===== config.mk =====
export PLATFORM = sky130hd
export DESIGN_NAME = button_event_fsm
export DESIGN_NICKNAME = d
export VERILOG_FILES = /design/src/rtl/button_pkg.sv /design/src/rtl/button_event_fsm_event_counter.sv /design/src/rtl/button_event_fsm.sv
export SDC_FILE = /design/constraint.sdc
export NUM_CORES = 1
export LEC_CHECK = 0
export BUFFER_PORTS_ARGS = -buffer_cell sky130_fd_sc_hd__buf_2
export CORE_MARGIN = 2
export CORE_UTILIZATION = 54
export DETAILED_ROUTE_END_ITERATION = 6
export HOLD_SLACK_MARGIN = 0.08
export PLACE_DENSITY_LB_ADDON = 0.2
export SYNTH_ARGS = -nofsm -noshare
export SYNTH_HDL_FRONTEND = slang
export SYNTH_SLANG_ARGS = --single-unit

===== constraint.sdc =====
create_clock -name clk -period 1.9 [get_ports clk]
set_clock_uncertainty 0.05 [all_clocks]
set_input_delay 0.19 -clock clk [delete_from_list [all_inputs] [get_ports clk]]
set_output_delay 0.19 -clock clk [all_outputs]
set_load 0.1 [all_outputs]

===== src/rtl/button_pkg.sv =====
// Shared state encoding and 100 MHz timing defaults for the button event FSM.
package button_pkg;

    typedef enum logic [1:0] {
        ST_IDLE    = 2'b00,
        ST_PRESSED = 2'b01,
        ST_HELD    = 2'b10
    } btn_state_e;

    localparam int unsigned LONG_CYCLES_DEFAULT   = 50_000_000;
    localparam int unsigned REPEAT_CYCLES_DEFAULT = 10_000_000;
    localparam int unsigned CNT_W_DEFAULT         = 27;

endpackage


===== src/rtl/button_event_fsm_event_counter.sv =====
// CNT_W-bit up-counter with synchronous clear/enable and a combinational
// flag raised on the last count before the terminal value.
module event_counter
    import button_pkg::*;
#(
    parameter int unsigned CNT_W = CNT_W_DEFAULT
) (
    input  logic             clk,
    input  logic             reset,
    input  logic             clr,
    input  logic             en,
    input  logic [CNT_W-1:0] terminal,
    output logic             hit
);

    logic [CNT_W-1:0] cnt_q;
    logic [CNT_W-1:0] cnt_d;

    always_comb begin
        cnt_d = cnt_q;
        if (clr) begin
            cnt_d = '0;
        end else if (en) begin
            cnt_d = cnt_q + CNT_W'(1);
        end
    end

    always_ff @(posedge clk or negedge reset) begin
        if (!reset) begin
            cnt_q <= '0;
        end else begin
            cnt_q <= cnt_d;
        end
    end

    assign hit = (cnt_q == terminal - CNT_W'(1));

endmodule


===== src/rtl/button_event_fsm.sv =====
// Turns the debounced button level into registered press/release/click/long
// events; auto-repeat in HELD is compiled in with BUTTON_AUTO_REPEAT_EN.
module button_event_fsm
    import button_pkg::*;
#(
    parameter int unsigned LONG_CYCLES   = LONG_CYCLES_DEFAULT,
    parameter int unsigned REPEAT_CYCLES = REPEAT_CYCLES_DEFAULT,
    parameter int unsigned CNT_W         = CNT_W_DEFAULT
) (
    input  logic clk,
    input  logic reset,
    input  logic debounced,
    output logic press_pulse,
    output logic release_pulse,
    output logic click_pulse,
    output logic long_pulse,
    output logic holding,
    output logic repeat_pulse
);

    localparam logic [CNT_W-1:0] LONG_T   = CNT_W'(LONG_CYCLES);
    localparam logic [CNT_W-1:0] REPEAT_T = CNT_W'(REPEAT_CYCLES);

    btn_state_e state_q, state_d;

    logic press_q,   press_d;
    logic release_q, release_d;
    logic click_q,   click_d;
    logic long_q,    long_d;
    logic holding_q, holding_d;
    logic repeat_q,  repeat_d;

    logic             cnt_clr;
    logic             cnt_en;
    logic             cnt_hit;
    logic [CNT_W-1:0] cnt_terminal;

    assign cnt_terminal = (state_q == ST_HELD) ? REPEAT_T : LONG_T;

    event_counter #(
        .CNT_W (CNT_W)
    ) u_counter (
        .clk      (clk),
        .reset    (reset),
        .clr      (cnt_clr),
        .en       (cnt_en),
        .terminal (cnt_terminal),
        .hit      (cnt_hit)
    );

    // Release is tested before the counter hit so it wins on a shared edge.
    always_comb begin
        state_d   = state_q;
        press_d   = 1'b0;
        release_d = 1'b0;
        click_d   = 1'b0;
        long_d    = 1'b0;
        repeat_d  = 1'b0;
        cnt_clr   = 1'b0;
        cnt_en    = 1'b0;

        case (state_q)
            ST_IDLE: begin
                cnt_clr = 1'b1;
                if (debounced) begin
                    state_d = ST_PRESSED;
                    press_d = 1'b1;
                end
            end
            ST_PRESSED: begin
                cnt_en = 1'b1;
                if (!debounced) begin
                    state_d   = ST_IDLE;
                    release_d = 1'b1;
                    click_d   = 1'b1;
                    cnt_clr   = 1'b1;
                end else if (cnt_hit) begin
                    state_d = ST_HELD;
                    long_d  = 1'b1;
                    cnt_clr = 1'b1;
                end
            end
            ST_HELD: begin
`ifdef BUTTON_AUTO_REPEAT_EN
                cnt_en = 1'b1;
                if (!debounced) begin
                    state_d   = ST_IDLE;
                    release_d = 1'b1;
                    cnt_clr   = 1'b1;
                end else if (cnt_hit) begin
                    repeat_d = 1'b1;
                    cnt_clr  = 1'b1;
                end
`else
                cnt_clr = 1'b1;
                if (!debounced) begin
                    state_d   = ST_IDLE;
                    release_d = 1'b1;
                end
`endif
            end
            default: begin
                state_d = ST_IDLE;
                cnt_clr = 1'b1;
            end
        endcase

        holding_d = (state_d == ST_HELD);
    end

    always_ff @(posedge clk or negedge reset) begin
        if (!reset) begin
            state_q   <= ST_IDLE;
            press_q   <= 1'b0;
            release_q <= 1'b0;
            click_q   <= 1'b0;
            long_q    <= 1'b0;
            holding_q <= 1'b0;
            repeat_q  <= 1'b0;
        end else begin
            state_q   <= state_d;
            press_q   <= press_d;
            release_q <= release_d;
            click_q   <= click_d;
            long_q    <= long_d;
            holding_q <= holding_d;
            repeat_q  <= repeat_d;
        end
    end

    assign press_pulse   = press_q;
    assign release_pulse = release_q;
    assign click_pulse   = click_q;
    assign long_pulse    = long_q;
    assign holding       = holding_q;
    assign repeat_pulse  = repeat_q;

endmodule


==> out/qor.csv <==
stage;metric;value;unit
floorplanning;Starting Density;56.44;%
routing;vias after detailed routing;1716;
worst_setup_path;Worst Reg-to-Reg Cells;4;
cells_and_area;nets;242;
clock_network;Worst-Skew Late Latency;0.34;ns
yosys;Ys Warns;0;
clock_network;Num CTS Buffers;5;
floorplanning;core area;3363;µm²
global_route;vias in the first global route;1591;
global_route;largest net degree at the start of global routing;35;
yosys;Yosys top cell by area;dfrtp_1;
timing;Worst-Margin Slew;0.7451;ns
routing;Total Wirelength;4569;µm
routing;Vias/cell;6.107;
worst_setup_path;worst reg2reg path startpoint;u_counter.cnt_q[17]$_DFFE_PN0P_;
placement;detailed placement HPWL;2889;µm
floorplanning;I/O pins;9;
cells_and_area;Layout area overhead;29.20;%
yosys;syn_nets;199;
worst_setup_path;data required time of the critical path;2.11;ns
worst_setup_path;Worst Path Max Fanout;8;
placement;dpl ws;-0.08849;ns
timing;min Tclk post-route;1.902;ns
worst_setup_path;cell mode on critical path;or4_4;
clock_network;CTS H-tree lvls;2;
power;Leak Pwr;0.001014;µW
floorplanning;full die area;4005;µm²
timing;final hold vios;0;
cells_and_area;Ant. Diodes;0;
floorplanning;Die Wd;63.29;µm
yosys;top cell type's share of synthesized area;44.83;%
yosys;Avg Cell Area, Syn;9.938;µm²
yosys;async set-reset flop share out of synthesis;100.0;%
yosys;synthesized flop and latch total;34;
clock_network;Clock Pin Slew Worst Setup and Hold Paths;0.11;ns
worst_setup_path;crit start category;flip-flop;
power;PD cells;668.7;nW/µm²
timing;Max Slew Vio Count;0;
worst_setup_path;CP Class;reg -> reg;
yosys;ys flop type;dfrtp_1;
routing;Final ANT Viol Nets;0;
timing;# setup viols final;1;
clock_network;Root Buffer Master;clkbuf_4;
worst_setup_path;flop2flop setup slack;-0.002;ns
yosys;post-synthesis sequential area ratio;44.83;%
clock_network;clk sinks;34;
worst_setup_path;Worst setup EP type;flip-flop;
hold_path;Hold Path Class;in -> async;
timing;min setup slack post-route;-0.002261;ns
clock_network;CTS tree;built;
worst_setup_path;Worst EP arrival;2.11;ns
worst_setup_path;Slowest cell on crit path;or4_4;
placement;GPL Wtd Cong;0.8125;
timing;fmax;525.7;MHz
job;total of max-cap violations;0;
floorplanning;Cell Rows;21;
cells_and_area;share of layout cells above drive strength 1;36.17;%
global_route;GR Util All Layers;23.20;%
power;IR drop worst, VDD;0.4291;mV
timing;Hold Slack;0.3849;ns
timing;final worst-path cycle share;100.1;%
clock_network;CTS Buffer Depth;2;
routing;routed length per instance;16.26;µm
yosys;Post-Syn Instances;191;
global_route;first-pass GRT wire length;7265;µm
worst_setup_path;slowest stage delay, CP;0.58;ns
routing;Pre-antenna DRT Iters;4;
global_route;GRT overflow;0;
global_route;initial antenna violation count;0;
worst_setup_path;CP Cell Sequence;nand3_2, or4_4, or4_4, a211oi_2;
yosys;mapped cell area;1898;µm²
floorplanning;die height;63.29;µm
worst_setup_path;reg2reg end;u_counter.cnt_q[25]$_DFFE_PN0P_;
yosys;Post-synth EDFFs;0;
timing;slew margin rel.;50.33;%
timing;setup TNS;-0.002261;ns
routing;# DRC;0;
routing;initial drt markers;119;
timing;RSZ-0062 raised after global routing;true;
status;failing checks;setup timing;
placement;Buffers on Ports;7;
yosys;Cell variety after synth;40;
yosys;main area contributors after synthesis;dfrtp_1, or4_1, o31ai_1;
status;status;complete, but fails checks;
==> worst max-delay path by stage <==
stage	from	end	cells past startpoint
final	u_counter.cnt_q[17]$_DFFE_PN0P_	u_counter.cnt_q[25]$_DFFE_PN0P_	4
after global routing	u_counter.cnt_q[1]$_DFFE_PN0P_	u_counter.cnt_q[14]$_DFFE_PN0P_	5
after CTS	u_counter.cnt_q[17]$_DFFE_PN0P_	u_counter.cnt_q[25]$_DFFE_PN0P_	4
after detailed placement	u_counter.cnt_q[17]$_DFFE_PN0P_	u_counter.cnt_q[24]$_DFFE_PN0P_	4
after global placement	u_counter.cnt_q[17]$_DFFE_PN0P_	u_counter.cnt_q[26]$_DFFE_PN0P_	4
after floorplan	u_counter.cnt_q[16]$_DFFE_PN0P_	u_counter.cnt_q[26]$_DFFE_PN0P_	5
==> critical path, delay by kind of cell (launching register included) <==
family           cells  cell delay, ns
flip-flops           1            0.44
AO/OA/AOI/OAI        1            0.21
AND/OR/NAND/NOR      3            1.13
==> cells by family after synthesis <==
family,Yosys count,share of synthesized area [%]
buf+inv,19,4.350
other cells,1,0.1976
compound gates,35,14.77
simple gates,85,27.03
fa+ha+maj,5,3.296
xor+xnor,12,5.537
flops,34,44.83
==> layout by cell type (no fill, tap or decap), types with 2 or more instances in the layout <==
cell type	instances
xnor2_1	7
o31ai_1	12
or4_1	8
dfrtp_1	32
buf_2	7
nand3_1	10
o2111ai_2	2
or4_4	6
a21oi_1	2
inv_1	8
nor2b_1	3
nor4_1	4
o21ai_0	3
nand2b_1	2
clkbuf_4	5
and3_1	2
nor2_1	4
and3_2	2
nor4_4	2
buf_4	34
dfrtp_2	2
xor2_1	5
nor3_1	13
nand2_1	10
a211oi_1	5
nand4_1	3
ha_1	5
dlygate4sd3_1	2
a211oi_2	8
==> timing repair <==
action	4_1_cts	5_1_grt
setup endpoints to repair	8	28
hold buffers	2	0
resized for setup	5	17
gates cloned	0	2
pin swaps	2	9
endpoints found under the hold margin	36	0
setup buffers	0	5
==> synth_stat cells, types with 4 or more instances <==
master and instances:
or4_1 14, nand3_1 10, nor4_1 6, dfrtp_1 34
nor3_1 13, a211oi_2 5, o31ai_1 12, and3_1 5
inv_1 8, clkbuf_1 6, nor2_1 4, xor2_1 5
a211oi_1 8, xnor2_1 7, nand2_1 12, ha_1 5
==> final cells by class <==
| cell class | instances | area, µm² |
|---|---|---|
| Inverter | 8 | 30.03 |
| Clock buffer | 7 | 55.05 |
| Fill cell | 257 | 910.9 |
| Multi-Input combinational cell | 138 | 1080 |
| Sequential cell | 34 | 853.3 |
| Tap cell | 46 | 57.56 |
| Timing Repair Buffer | 47 | 371.6 |
| Clock inverter | 1 | 5.005 |
==> stage by stage <==
step | std cells | instance area [µm²] | total power, µW | util, %
6_report | 281 | 2452 | 1640 | 72.92
5_1_grt | 281 | 2452 | 1722 | 72.92
4_1_cts | 274 | 2300 | 1625 | 68.38
3_5_place_dp | 264 | 2202 | 1200 | 65.48
3_3_place_gp | 264 | 2202 | 1187 | 65.48
2_1_floorplan | 191 | 1921 | 1093 | -
==> state kept, by name, summed over array words and instances, names as in the netlist <==
| signal | count |
|---|---|
| press_pulse | 1 |
| state_q | 2 |
| long_pulse | 1 |
| holding | 1 |
| click_pulse | 1 |
| u_counter.cnt_q | 27 |
| release_pulse | 1 |
==> power by group <==
| group | internal, µW | switching [µW] | total, µW |
|---|---|---|---|
| sequential | 762 | 16.9 | 779 |
| combinational | 120 | 312 | 433 |
| clock | 179 | 249 | 428 |
==> per-layer routing <==
layer  global-route usage (%)  wire, µm  vias to the layer above
li1                         -         -                      808
met1                    29.77      1922                      845
met2                    38.83      2334                       52
met3                    4.821       207                       11
met4                    8.424       104                        0
met5                        0         0                        -
(Power assumes the default switching activity.)
